[config.mk]
export PLATFORM = sky130hd
export DESIGN_NAME = mux8way16
export DESIGN_NICKNAME = d
export VERILOG_FILES = /design/src/rtl/hack_bus_pkg.sv /design/src/rtl/mux8way16.sv
export SDC_FILE = /design/constraint.sdc
export NUM_CORES = 1
export LEC_CHECK = 0
export ABC_AREA = 1
export CORE_AREA = 3 3 72 74
export DETAILED_ROUTE_END_ITERATION = 16
export DIE_AREA = 0 0 75 77
export PLACE_DENSITY = 0.91
export SYNTH_ARGS = -nofsm -noshare
export SYNTH_HDL_FRONTEND = slang
export SYNTH_SLANG_ARGS = --single-unit
[constraint.sdc]
create_clock -name vclk -period 1.45
set_input_delay 0.29 -clock vclk [all_inputs]
set_output_delay 0.29 -clock vclk [all_outputs]
set_load 0.01 [all_outputs]
[src/rtl/hack_bus_pkg.sv]
// rtl/hack_bus_pkg.sv - shared widths, FSM state codes and helpers for the 16-bit 8-way bus
package hack_bus_pkg;

   localparam int NUM_REQ = 8;
   localparam int DATA_W  = 16;
   localparam int SEL_W   = 3;

   localparam logic [0:0] ST_IDLE = 1'b0;
   localparam logic [0:0] ST_BUSY = 1'b1;

   function automatic logic [NUM_REQ-1:0] onehot(input logic [SEL_W-1:0] idx);
      return NUM_REQ'(1) << idx;
   endfunction

endpackage

[src/rtl/mux8way16.sv]
// rtl/mux8way16.sv - 16-bit 8-way mux gate
module mux8way16
   import hack_bus_pkg::*;
(
   input  logic [DATA_W-1:0] a,
   input  logic [DATA_W-1:0] b,
   input  logic [DATA_W-1:0] c,
   input  logic [DATA_W-1:0] d,
   input  logic [DATA_W-1:0] e,
   input  logic [DATA_W-1:0] f,
   input  logic [DATA_W-1:0] g,
   input  logic [DATA_W-1:0] h,
   input  logic [SEL_W-1:0]  sel,
   output logic [DATA_W-1:0] out
);

   always_comb begin
      case (sel)
         3'd0:    out = a;
         3'd1:    out = b;
         3'd2:    out = c;
         3'd3:    out = d;
         3'd4:    out = e;
         3'd5:    out = f;
         3'd6:    out = g;
         default: out = h;
      endcase
   end

endmodule

==> results_dict.tcl, run 1 <==
set metrics [dict create \
    status "complete, but fails checks" \
    violations "negative setup slack" \
    timing.final.ws_setup_ns -0.0941 \
    final.period_utilization_pct 106 \
    dp_hpwl_um 6200 \
    critPathMaxFanout 7 \
    drive_above_1_share_pct 19.7 \
    layout.nets 564 \
    die_w_um 75 \
    io_buffers 147 \
    finalMaxSlewViolations 0 \
    final_common_cell "clkdlybuf4s50_1" \
    grtUsageTotal_pct 26.8 \
    n_clock_buffer 0 \
    power-per-cell-area_mw_per_mm2 285 \
    synth_area_leaders "nand4_1 (37%), nand2_1 (18%), nor2_1 (13%)" \
    area_growth_pct 149 \
    core_mm2 0.00466 \
    antenna_left 0 \
    route.detailed.drc 0 \
    n_antenna_cell 0 \
    grt_pass1_vias 2565 \
    multi_input_area_mm2 0.00119 \
    drt_wl_total_um 8520 \
    drtIter0Drc 195 \
    regArea_um2 0 \
    finalCriticalPeriod_ns 1.54 \
    overflow 0 \
    drt-wirelength-per-cell_um 17.6 \
    synth_top_area_share_pct 37.4 \
    tightestPinTransition_ns 0.210 \
    dieHeight_um 77 \
    rsz0062_at_grt "yes" \
    syn_avg_cell_area_um2 4.83 \
    place_congestion 0.900 \
    p_leak_uw 0.00172 \
    relSlewSlack_pct 86.0 \
    dieArea_mm2 0.00578 \
    seq_cell_count 0 \
    grt_start_max_net_pins 24 \
    via_per_inst 5.62 \
    worst_ep_required_time_ns 1.16 \
    hold_depth 6 \
    worstHoldStart "e[15]" \
    worst_setup_path_start_kind "input port" \
    setup_viol 16 \
    syn_nets 408 \
    vias 2728 \
    std_cell_rows 25 \
    synth_top_area_cell "nand4_1" \
    cap_viol_max_count 0 \
    critPathKind "input port to primary output" \
    design_area_mm2 0.00333 \
    layout_common_cells "clkdlybuf4s50_1 (91), nand4_1 (80), nand2_1 (62)" \
    first_pass_iters 5 \
    grt_pass1_wl_um 12500 \
    ys_types 13 \
    boundaryPins 147 \
    synthesis.area_mm2 0.00134 \
    final.fill_count 381 \
    place_area_mm2 0.00301 \
    start_util_pct 28.7 \
    ys_seq_area_share_pct 0 \
    post-place-ws_ns -0.903 \
    vdd_ir_drop_max_mv 0.181 \
    clock.fmax_mhz 648 \
    hold_violations 0 \
    yosysWarnings 0 \
    worstPathArrival_ns 1.25 \
    min_path_type "input port to primary output" \
    worstHoldEndpoint "out[15]" \
    syn_inst 277 \
    antenna_found_initial 0 \
    end_kind "primary output" \
]
repair_timing:
action                                  CTS  global route
gates cloned                              5             3
pin swaps                                69            56
hold buffers                              0             0
endpoints found under the setup margin   16            16
buffers inserted                          1             0
resized for setup                       135            28
cells by family after synthesis:
family | count (synthesis) | synth area share, %
buffers and inverters | 50 | 16.7
and+or+nand+nor | 227 | 83.3
per-layer routing:
layer / GRT usage [%] / up-vias / wire length, um
met5: 0 / - / 0
met4: 5.52 / 0 / 193
met3: 4.46 / 20 / 804
met2: 47.0 / 155 / 4360
met1: 33.4 / 1258 / 3160
li1: - / 1295 / -
cells in the mapped netlist, drive strengths merged:
cell and number:
nand4 80, nor3 1, nor2 49, nand2 65
inv 19, buf 24, clkbuf 7, nand3 32
worst max-delay path, cell delays in order:
cell,delay (ns)
buf_8,0.09
inv_8,0.04
bufbuf_16,0.26
nand4_1,0.09
nand2_1,0.08
nor2_2,0.17
nand3_1,0.09
buf_2,0.14
worst max path at each step:
stage	to	cells past startpoint	slack, ns	startpoint
6_report	out[3]	8	-0.09	sel[2]
5_1_grt	out[9]	9	-0.12	sel[2]
4_1_cts	out[14]	6	-0.06	d[14]
3_5_place_dp	out[14]	8	-0.90	sel[2]
3_3_place_gp	out[5]	8	-0.84	sel[2]
2_1_floorplan	out[0]	6	0.06	sel[1]
final cells by class:
type                       count  share of cell area (%)
tap                           54                    2.03
inverter                      19                    2.51
timing repair buffer         185                    59.8
multi-input combinational    227                    35.6
report_power, final:
group          switching [uW]  leakage (uW)  internal (uW)  total (uW)
Clock                       0             0              0           0
Sequential                  0             0              0           0
Combinational             395       0.00172            555         950
stage by stage:
stage	total power, uW	hold WS, ns	utilization [%]	setup TNS, ns	instances
6_report	950	1.03	71.5	-0.778	485
5_1_grt	1010	1.08	71.5	-1.42	485
4_1_cts	909	1.15	68.3	-0.583	482
3_5_place_dp	889	1.58	64.5	-13.82	476
3_3_place_gp	872	1.57	64.5	-13.35	476
2_1_floorplan	295	0.725	-	0	277
(Power assumes the default switching activity.)
==> inputs of run 2 (changes only) <==
Settings changed: CAP_MARGIN set to 20, SKIP_LAST_GASP set to 1.
==> results_dict.tcl, run 2 (same netlist as run 1, synthesis figures left out) <==
set metrics [dict create \
    status "complete, but fails checks" \
    violations "negative setup slack" \
    grt_pass1_wl_um 12500 \
    grt_start_max_net_pins 24 \
    post-place-ws_ns -0.903 \
    worst_setup_path_start_kind "input port" \
    n_antenna_cell 0 \
    clock.fmax_mhz 634 \
    final_common_cell "clkdlybuf4s50_1" \
    end_kind "primary output" \
    placed_cells 476 \
    rsz0062_at_grt "yes" \
    drt_wl_total_um 8760 \
    drive_above_1_share_pct 20.0 \
    layout.nets 564 \
    relSlewSlack_pct 85.9 \
    antenna_left 0 \
    cap_viol_max_count 0 \
    worst_ep_required_time_ns 1.16 \
    hold_depth 6 \
    grt_pass1_vias 2555 \
    finalMaxSlewViolations 0 \
    layout_common_cells "clkdlybuf4s50_1 (101), nand4_1 (80), nand2_1 (62)" \
    core_mm2 0.00466 \
    vdd_ir_drop_max_mv 0.184 \
    timing.final.ws_setup_ns -0.127 \
    io_buffers 147 \
    area_growth_pct 150 \
    setup_viol 16 \
    n_clock_buffer 0 \
    utilization_pct 71.9 \
    final.setup.tns_ns -0.955 \
    layout.cells.non_filler 485 \
    dieArea_mm2 0.00578 \
    boundaryPins 147 \
    min_path_type "input port to primary output" \
    finalCriticalPeriod_ns 1.58 \
    grtUsageTotal_pct 26.8 \
    worstHoldStart "e[15]" \
    final.fill_count 384 \
    critPathKind "input port to primary output" \
    antenna_found_initial 0 \
    route.detailed.drc 0 \
    power-per-cell-area_mw_per_mm2 289 \
    die_w_um 75 \
    worstHoldEndpoint "out[15]" \
    critPathMaxFanout 1 \
    dp_hpwl_um 6200 \
    first_pass_iters 6 \
    design_area_mm2 0.00335 \
    place_area_mm2 0.00301 \
    start_util_pct 28.7 \
    drtIter0Drc 153 \
    drt-wirelength-per-cell_um 18.1 \
    p_leak_uw 0.00170 \
    worstPathArrival_ns 1.29 \
    hold_violations 0 \
    vias 2760 \
    final.period_utilization_pct 109 \
    std_cell_rows 25 \
    tightestPinTransition_ns 0.212 \
    seq_cell_count 0 \
    dieHeight_um 77 \
    place_congestion 0.900 \
    overflow 0 \
    via_per_inst 5.69 \
    regArea_um2 0 \
]
## run 2: per-layer routing
| metal | part of all wire (%) | wire length, um | global-route usage, % |
|---|---|---|---|
| met4 | 1.9 | 163 | 4.80 |
| met2 | 52 | 4520 | 47.6 |
| met5 | 0 | 0 | 0 |
| met3 | 9.8 | 860 | 4.06 |
| met1 | 37 | 3220 | 33.5 |
## run 2: what timing repair did
action,in CTS,in global routing
setup buffers,1,0
pin swaps,67,55
resized for setup,126,30
setup endpoints to repair,16,16
cloned,5,3
hold buffers,0,0
## run 2: per-stage QoR
step | hold WS (ns) | total power (uW)
after global placement | 1.57 | 872
after CTS | 1.15 | 918
after global routing | 1.10 | 1030
final | 1.03 | 968
after floorplan | 0.725 | 295
after detailed placement | 1.58 | 889
## run 2: cell type report
cell class	count	area [um^2]	area share (%)
multi-input combinational	227	1190	35.6
inverter	19	83.8	2.50
timing repair buffer	185	2010	59.9
tap	54	67.6	2.02
## run 2: how the worst max path moves through the flow
| stage | slack, ns | to | start |
|---|---|---|---|
| floorplan | 0.06 | out[0] | sel[1] |
| global placement | -0.84 | out[5] | sel[2] |
| detailed placement | -0.90 | out[14] | sel[2] |
| CTS | -0.07 | out[14] | b[14] |
| global route | -0.19 | out[7] | sel[2] |
| finish | -0.13 | out[7] | d[7] |
## run 2: where the power goes
group	switching, uW	total [uW]	internal, uW
registers	0	0	0
clock network	0	0	0
logic	402	968	565
total	402	968	565
## run 2: worst max-delay path, cell delays in order
cell,delay (ns)
clkdlybuf4s50_1,0.42
nand4_1,0.09
nand2_1,0.07
nor2_2,0.15
nand3_1,0.11
buf_2,0.15
